## src/rtl/jtframe_mister_pkg.sv

```systemverilog
// Shared constants and types for the MiSTer download-to-SDRAM programming stage.
package jtframe_mister_pkg;

    // A bank start at the top of the address space marks that bank as not present
    localparam logic [26:0] UNUSED_BANK   = 27'h7FF_FFFF;
    localparam logic [26:0] DEF_BA1_START = 27'h040_0000;
    localparam logic [26:0] DEF_BA2_START = UNUSED_BANK;
    localparam logic [26:0] DEF_BA3_START = UNUSED_BANK;

    // One buffered SDRAM write: bank, word address, byte value, active-low byte mask
    typedef struct packed {
        logic [1:0]  ba;
        logic [21:0] addr;
        logic [7:0]  data;
        logic [1:0]  mask;
    } prog_entry_t;

    localparam int ENTRY_W = $bits(prog_entry_t);

    // Even byte offsets land in the low byte of the 16-bit word
    function automatic logic [1:0] byte_mask(input logic odd);
        return odd ? 2'b01 : 2'b10;
    endfunction

endpackage

```

## src/rtl/jtframe_prog_fifo.sv

```systemverilog
// Small synchronous FIFO holding resolved SDRAM writes between the
// address-mapping stage and the issue FSM.
module jtframe_prog_fifo #(
    parameter int W  = 34,
    parameter int AW = 2
)(
    input  logic         clk,
    input  logic         rst_n,
    input  logic         push,
    input  logic [W-1:0] din,
    input  logic         pop,
    output logic [W-1:0] dout,
    output logic         full,
    output logic         empty
);

    localparam logic [AW:0] DEPTH = {1'b1, {AW{1'b0}}};

    logic [W-1:0]  mem [0:(1<<AW)-1];
    logic [AW-1:0] wr_ptr;
    logic [AW-1:0] rd_ptr;
    logic [AW:0]   count;
    logic          do_push;
    logic          do_pop;

    // A pop on empty is ignored; a push on full only lands if a pop frees a slot
    assign do_pop  = pop && !empty;
    assign do_push = push && (!full || do_pop);
    assign empty   = (count == '0);
    assign full    = (count == DEPTH);
    assign dout    = mem[rd_ptr];

    // Pointer and occupancy bookkeeping
    always_ff @(posedge clk or negedge rst_n) begin
        if (!rst_n) begin
            wr_ptr <= '0;
            rd_ptr <= '0;
            count  <= '0;
        end else begin
            if (do_push) wr_ptr <= wr_ptr + 1'b1;
            if (do_pop)  rd_ptr <= rd_ptr + 1'b1;
            count <= count + {{AW{1'b0}}, do_push} - {{AW{1'b0}}, do_pop};
        end
    end

    // Storage needs no reset: occupancy alone decides what is valid
    always_ff @(posedge clk) begin
        if (do_push) mem[wr_ptr] <= din;
    end

endmodule

```

## src/rtl/jtframe_mister_prog.sv

```systemverilog
// Downstream stage of the MiSTer download path: strips the ROM header, maps
// each byte to an SDRAM bank/word/mask, buffers it and issues held writes.
module jtframe_mister_prog
    import jtframe_mister_pkg::*;
#(
    parameter logic [26:0] HEADER    = 27'd0,
    parameter logic [26:0] BA1_START = DEF_BA1_START,
    parameter logic [26:0] BA2_START = DEF_BA2_START,
    parameter logic [26:0] BA3_START = DEF_BA3_START,
    parameter int          FIFO_AW   = 2
)(
    input  logic        clk,
    input  logic        rst_n,
    input  logic        downloading,
    input  logic        ioctl_rom_wr,
    input  logic        ioctl_ram,
    input  logic [26:0] ioctl_addr,
    input  logic [7:0]  ioctl_dout,
    output logic        ioctl_rdy,
    output logic        dwnld_busy,
    output logic        overflow,
    output logic        prog_we,
    input  logic        prog_ack,
    output logic [21:0] prog_addr,
    output logic [15:0] prog_data,
    output logic [1:0]  prog_mask,
    output logic [1:0]  prog_ba
);

    localparam logic [0:0] ST_IDLE = 1'b0;
    localparam logic [0:0] ST_WAIT = 1'b1;

    localparam bit BA2_USED = (BA2_START != UNUSED_BANK);
    localparam bit BA3_USED = (BA3_START != UNUSED_BANK);

    logic        stage_full;
    logic        stage_ram;
    logic [26:0] stage_addr;
    logic [7:0]  stage_data;

    logic [27:0] hdr_diff;
    logic [26:0] eff;
    logic [1:0]  bank;
    logic [22:0] bank_base;
    logic [22:0] off;
    logic        drop;
    logic        drain;
    logic        push;
    logic        pop;

    prog_entry_t entry_in;
    prog_entry_t entry_out;
    logic        fifo_full;
    logic        fifo_empty;

    logic [0:0]  state;
    logic        dl_last;
    logic        dl_rise;
    logic        all_idle;

    // The extra top bit of the subtraction is the borrow: set when addr < HEADER
    assign hdr_diff = {1'b0, stage_addr} - {1'b0, HEADER};
    assign eff      = hdr_diff[26:0];
    assign drop     = stage_ram || hdr_diff[27];

    // Stage empties either by dropping the byte or by pushing it into the FIFO
    assign drain     = stage_full && (drop || !fifo_full);
    assign push      = stage_full && !drop && !fifo_full;
    assign ioctl_rdy = drain;

    assign pop      = (state == ST_IDLE) && !fifo_empty;
    assign dl_rise  = downloading && !dl_last;
    assign all_idle = !stage_full && fifo_empty && (state == ST_IDLE) && !prog_we;

    // Bank selection from the highest bank down, then the in-bank word/mask.
    // Only the low 23 offset bits reach the bus, so the subtraction is done at that width.
    always_comb begin
        bank      = 2'd0;
        bank_base = '0;
        if (BA3_USED && eff >= BA3_START) begin
            bank      = 2'd3;
            bank_base = BA3_START[22:0];
        end else if (BA2_USED && eff >= BA2_START) begin
            bank      = 2'd2;
            bank_base = BA2_START[22:0];
        end else if (eff >= BA1_START) begin
            bank      = 2'd1;
            bank_base = BA1_START[22:0];
        end
        off           = eff[22:0] - bank_base;
        entry_in.ba   = bank;
        entry_in.addr = off[22:1];
        entry_in.data = stage_data;
        entry_in.mask = byte_mask(off[0]);
    end

    // Capture stage: accept a strobe when empty or when the held byte leaves this cycle
    always_ff @(posedge clk or negedge rst_n) begin
        if (!rst_n) begin
            stage_full <= 1'b0;
            stage_ram  <= 1'b0;
            stage_addr <= '0;
            stage_data <= '0;
        end else if (ioctl_rom_wr && (!stage_full || drain)) begin
            stage_full <= 1'b1;
            stage_ram  <= ioctl_ram;
            stage_addr <= ioctl_addr;
            stage_data <= ioctl_dout;
        end else if (drain) begin
            stage_full <= 1'b0;
        end
    end

    jtframe_prog_fifo #(
        .W  (ENTRY_W),
        .AW (FIFO_AW)
    ) u_fifo (
        .clk   (clk),
        .rst_n (rst_n),
        .push  (push),
        .din   (entry_in),
        .pop   (pop),
        .dout  (entry_out),
        .full  (fifo_full),
        .empty (fifo_empty)
    );

    // Issue FSM: load one entry onto the bus and hold it until the controller acks
    always_ff @(posedge clk or negedge rst_n) begin
        if (!rst_n) begin
            state     <= ST_IDLE;
            prog_we   <= 1'b0;
            prog_addr <= '0;
            prog_data <= '0;
            prog_mask <= '0;
            prog_ba   <= '0;
        end else if (state == ST_IDLE) begin
            if (pop) begin
                prog_addr <= entry_out.addr;
                prog_data <= {entry_out.data, entry_out.data};
                prog_mask <= entry_out.mask;
                prog_ba   <= entry_out.ba;
                prog_we   <= 1'b1;
                state     <= ST_WAIT;
            end
        end else if (prog_ack) begin
            prog_we <= 1'b0;
            state   <= ST_IDLE;
        end
    end

    // Status flags: busy spans the download window plus the drain; a lost write
    // is sticky until the next download starts
    always_ff @(posedge clk or negedge rst_n) begin
        if (!rst_n) begin
            dl_last    <= 1'b0;
            overflow   <= 1'b0;
            dwnld_busy <= 1'b0;
        end else begin
            dl_last <= downloading;
            if (ioctl_rom_wr && stage_full && !drain) overflow <= 1'b1;
            else if (dl_rise)                         overflow <= 1'b0;
            if (dl_rise)                       dwnld_busy <= 1'b1;
            else if (!downloading && all_idle) dwnld_busy <= 1'b0;
        end
    end

endmodule

```

## config.mk

```make
export PLATFORM = sky130hd
export DESIGN_NAME = jtframe_mister_prog
export DESIGN_NICKNAME = d
export VERILOG_FILES = /design/src/rtl/jtframe_mister_pkg.sv /design/src/rtl/jtframe_prog_fifo.sv /design/src/rtl/jtframe_mister_prog.sv
export SDC_FILE = /design/constraint.sdc
export NUM_CORES = 1
export LEC_CHECK = 0
export BUFFER_PORTS_ARGS = -buffer_cell sky130_fd_sc_hd__buf_4
export CAP_MARGIN = 20
export CORE_MARGIN = 2
export CORE_UTILIZATION = 30
export DETAILED_ROUTE_END_ITERATION = 12
export GPL_ROUTABILITY_DRIVEN = 0
export HOLD_SLACK_MARGIN = 0.03
export PLACE_DENSITY = 0.46
export SLEW_MARGIN = 20
export SYNTH_ARGS = -nofsm -noshare
export SYNTH_HDL_FRONTEND = slang
export SYNTH_SLANG_ARGS = --single-unit
```

## constraint.sdc

```tcl
create_clock -name clk -period 4.6 [get_ports clk]
set_input_delay 0.46 -clock clk [delete_from_list [all_inputs] [get_ports clk]]
set_output_delay 0.46 -clock clk [all_outputs]
set_load 0.05 [all_outputs]
```

==> impl_metrics.tcl <==
set metrics [dict create \
    cp_slowest_cell "o21ai_4" \
    design_power_total_uw 6760 \
    min_period_ns 2.55 \
    dpl.hpwl_um 8840 \
    finalWorstSetupSlack_ns 2.05 \
    syn-num-nets 436 \
    max_stage_delay_ns 0.56 \
    cts_buffers 23 \
    viasPerCell 4.39 \
    relSlewSlack_pct 37.7 \
    coreArea_sq_um 26900 \
    cts_resized 0 \
    regArea_sq_um 6020 \
    period_share_pct 55.4 \
    power_density_nw_per_um2 687 \
    drv_cap 0 \
    synth.distinct_cells 31 \
    leakage_uw 0.00372 \
    ys_ff_latch 214 \
    ioPinCount 87 \
    track_usage_pct 10.7 \
    endpoint_kind "flop" \
    cts_setup_buffers 0 \
    die_h_um 169 \
    drt_iter0_markers 121 \
    worst_pin_slew_ns 0.935 \
    irDropWorstVdd_v 0.000414 \
    utilization_pct 36.7 \
    outcome "finished, final reports clean" \
    finalSetupViolCount 0 \
    vias 3660 \
    n_fill_cell 2477 \
    reg2reg_slack_ns 2.05 \
    drtAntennaViolNets 0 \
    drive_gt1_share_pct 47.8 \
    multiInputGateArea_sq_um 1960 \
    worstSetupStartpointType "flop" \
    maxSlewViolCount 0 \
    drt-total-wl_um 15000 \
    r2r_end "stage_addr[24]$_DFFE_PN0P_" \
    grt_max_degree 54 \
    worstSkewPairLatency_ns 0.49 \
    clk_pin_slew_worst_paths_ns 0.06 \
    holdCritPathClass "in -> async" \
    crit_start "u_fifo.count[1]$_DFF_PN0_" \
    die_area_sq_um 28600 \
    htreeDepth 1 \
    path_cells "or3b_4 -> o21ai_4 -> buf_4 -> mux2_2" \
    cp.arrival_ns 2.93 \
    clk_path_buf_depth 3 \
    syn_area_per_cell_sq_um 21.0 \
    grt_pass1_vias 4102 \
    grt_overflow 0 \
    r2r_cells 4 \
    synth_cells 388 \
    grt_pass1_wl_um 23400 \
    pre_cts_slack_ns 2.02 \
    rsz0062_at_grt "no" \
    hold_viol 0 \
    ys_warn_count 0 \
    wl_per_cell_um 18.0 \
    r2r_start "u_fifo.count[1]$_DFF_PN0_" \
    finalSetupTns_ns 0 \
    area_delta_synth_final_pct 20.6 \
    first_pass_iters 4 \
    skew_ns 0.00896 \
    required_ns 4.98 \
    diodes 0 \
    netlist_area_sq_um 8170 \
    cp-endpoint "stage_addr[24]$_DFFE_PN0P_" \
    antenna_found_initial 0 \
    die_w_um 169 \
    cts_tree "built" \
    num_rows 60 \
    portBuffers 85 \
    critPathKind "reg -> reg" \
    holdBufCountCts 0 \
    critical_path.max_fanout 23 \
    fmax_ghz 0.392 \
    clockRootBuffer "clkbuf_16" \
    drc 0 \
    initial_utilization_pct 30.4 \
    yosysSeqAreaShare_pct 73.7 \
    cts_sinks 214 \
    layout.nets 525 \
]
cell usage after synthesis:
cell type / number / area, sq um
mux2_2: 40 / 450
xor2_1: 2 / 17.5
inv_1: 8 / 30.0
ha_1: 6 / 75.1
xnor2_1: 3 / 26.3
buf_2: 7 / 35.0
a2bb2oi_1: 1 / 8.76
a22o_1: 1 / 8.76
nor3b_1: 1 / 7.51
or2_2: 1 / 6.26
or3b_4: 1 / 11.3
nor3_1: 3 / 15.0
o21a_1: 1 / 7.51
nor2b_1: 1 / 6.26
nor2_1: 2 / 7.51
a21oi_1: 4 / 20.0
nor4_1: 1 / 6.26
mux2_4: 30 / 450
buf_4: 9 / 67.6
fa_1: 1 / 20.0
clkbuf_1: 5 / 18.8
o21ai_4: 1 / 16.3
mux4_2: 33 / 743
edfxtp_1: 132 / 3960
nor2_2: 1 / 6.26
and2_1: 4 / 25.0
nand2b_1: 1 / 6.26
buf_8: 3 / 45.0
conb_1: 1 / 3.75
nand2_1: 2 / 7.51
dfrtp_1: 82 / 2050
cells by family after synthesis:
family,count (synthesis),synth area share [%]
AO/OA/AOI/OAI,8,0.751
XOR/XNOR,5,0.536
adder cells (fa/ha/maj),7,1.16
buffers and inverters,32,2.41
flip-flops,214,73.7
multiplexers,103,20.1
other,1,0.0459
AND/OR/NAND/NOR,18,1.29
stage by stage:
| stage | instance area (sq um) | hold slack, ns | std cells |
|---|---|---|---|
| after floorplan | 8170 | 0.164 | 388 |
| after global placement | 9100 | 0.489 | 793 |
| after detailed placement | 9100 | 0.499 | 793 |
| after CTS | 9850 | 0.0367 | 833 |
| after global routing | 9850 | 0.0661 | 833 |
| final | 9850 | 0.0178 | 833 |
how the worst min path moves through the flow:
stage	slack, ns	start	endpoint	cells past startpoint
after floorplan	0.16	rst_n	dl_last$_DFF_PN0_	0
after global placement	0.49	overflow$_DFFE_PN0P_	overflow$_DFFE_PN0P_	1
after detailed placement	0.50	prog_addr[6]$_DFFE_PN0P_	prog_addr[6]$_DFFE_PN0P_	1
after CTS	0.04	rst_n	stage_full$_DFFE_PN0P_	1
after global routing	0.07	rst_n	prog_we$_DFFE_PN0P_	1
final	0.02	rst_n	prog_we$_DFFE_PN0P_	1
registers in the layout, summed over array words and instances, names as in the netlist:
| name | count |
|---|---|
| u_fifo.mem | 132 |
| stage_addr | 27 |
| prog_addr | 22 |
| prog_data | 8 |
| stage_data | 8 |
| u_fifo.count | 3 |
| prog_mask | 2 |
| u_fifo.rd_ptr | 2 |
| u_fifo.wr_ptr | 2 |
| dl_last | 1 |
| dwnld_busy | 1 |
| overflow | 1 |
| prog_ba | 1 |
| prog_we | 1 |
| stage_full | 1 |
| stage_ram | 1 |
| state | 1 |
layout make-up:
type	count	share of cell area, %
flip-flops and latches	214	61.1
multi-input cells	142	19.9
clock buffers	34	6.77
repair buffers	88	6.71
well taps	341	4.33
clock inverters	6	0.838
inverters	8	0.305
worst max-delay path: cells and delay by family (launching register included):
kind                   cells  cell delay (ns)
AO/OA/AOI/OAI              1             0.56
buffers and inverters      1             0.53
flip-flops                 1             0.45
multiplexers               1             0.40
AND/OR/NAND/NOR            1             0.46
metal layers:
metal  up-vias  global-route usage, %  wire length (um)
met5         -                      0                 0
met4         0                   2.82               203
met3        16                   2.43               740
met2        70                   18.4              7620
met1      1906                   13.8              6420
li1       1668                      -                 -
report_power, final:
| part | leakage (uW) | internal, uW | total [uW] | switching, uW |
|---|---|---|---|---|
| Sequential | 0.00215 | 2510 | 2890 | 376 |
| Clock | 0.000367 | 1110 | 1800 | 693 |
| Combinational | 0.00120 | 894 | 2080 | 1180 |
cell usage in the layout, fill, tap and decap left out, drive strengths merged, types with 2 or more instances in the layout:
cell type  netlist  final
edfxtp         132    132
buf             19     88
dfrtp           82     82
mux2            70     70
clkbuf           5     34
mux4            33     33
inv              8      8
ha               6      6
and2             4      4
a21oi            4      4
nor3             3      3
xnor2            3      3
clkinv           0      3
nor2             3      3
nand2            2      2
xor2             2      2
bufinv           0      2
Power figures use the tool's default switching activity.
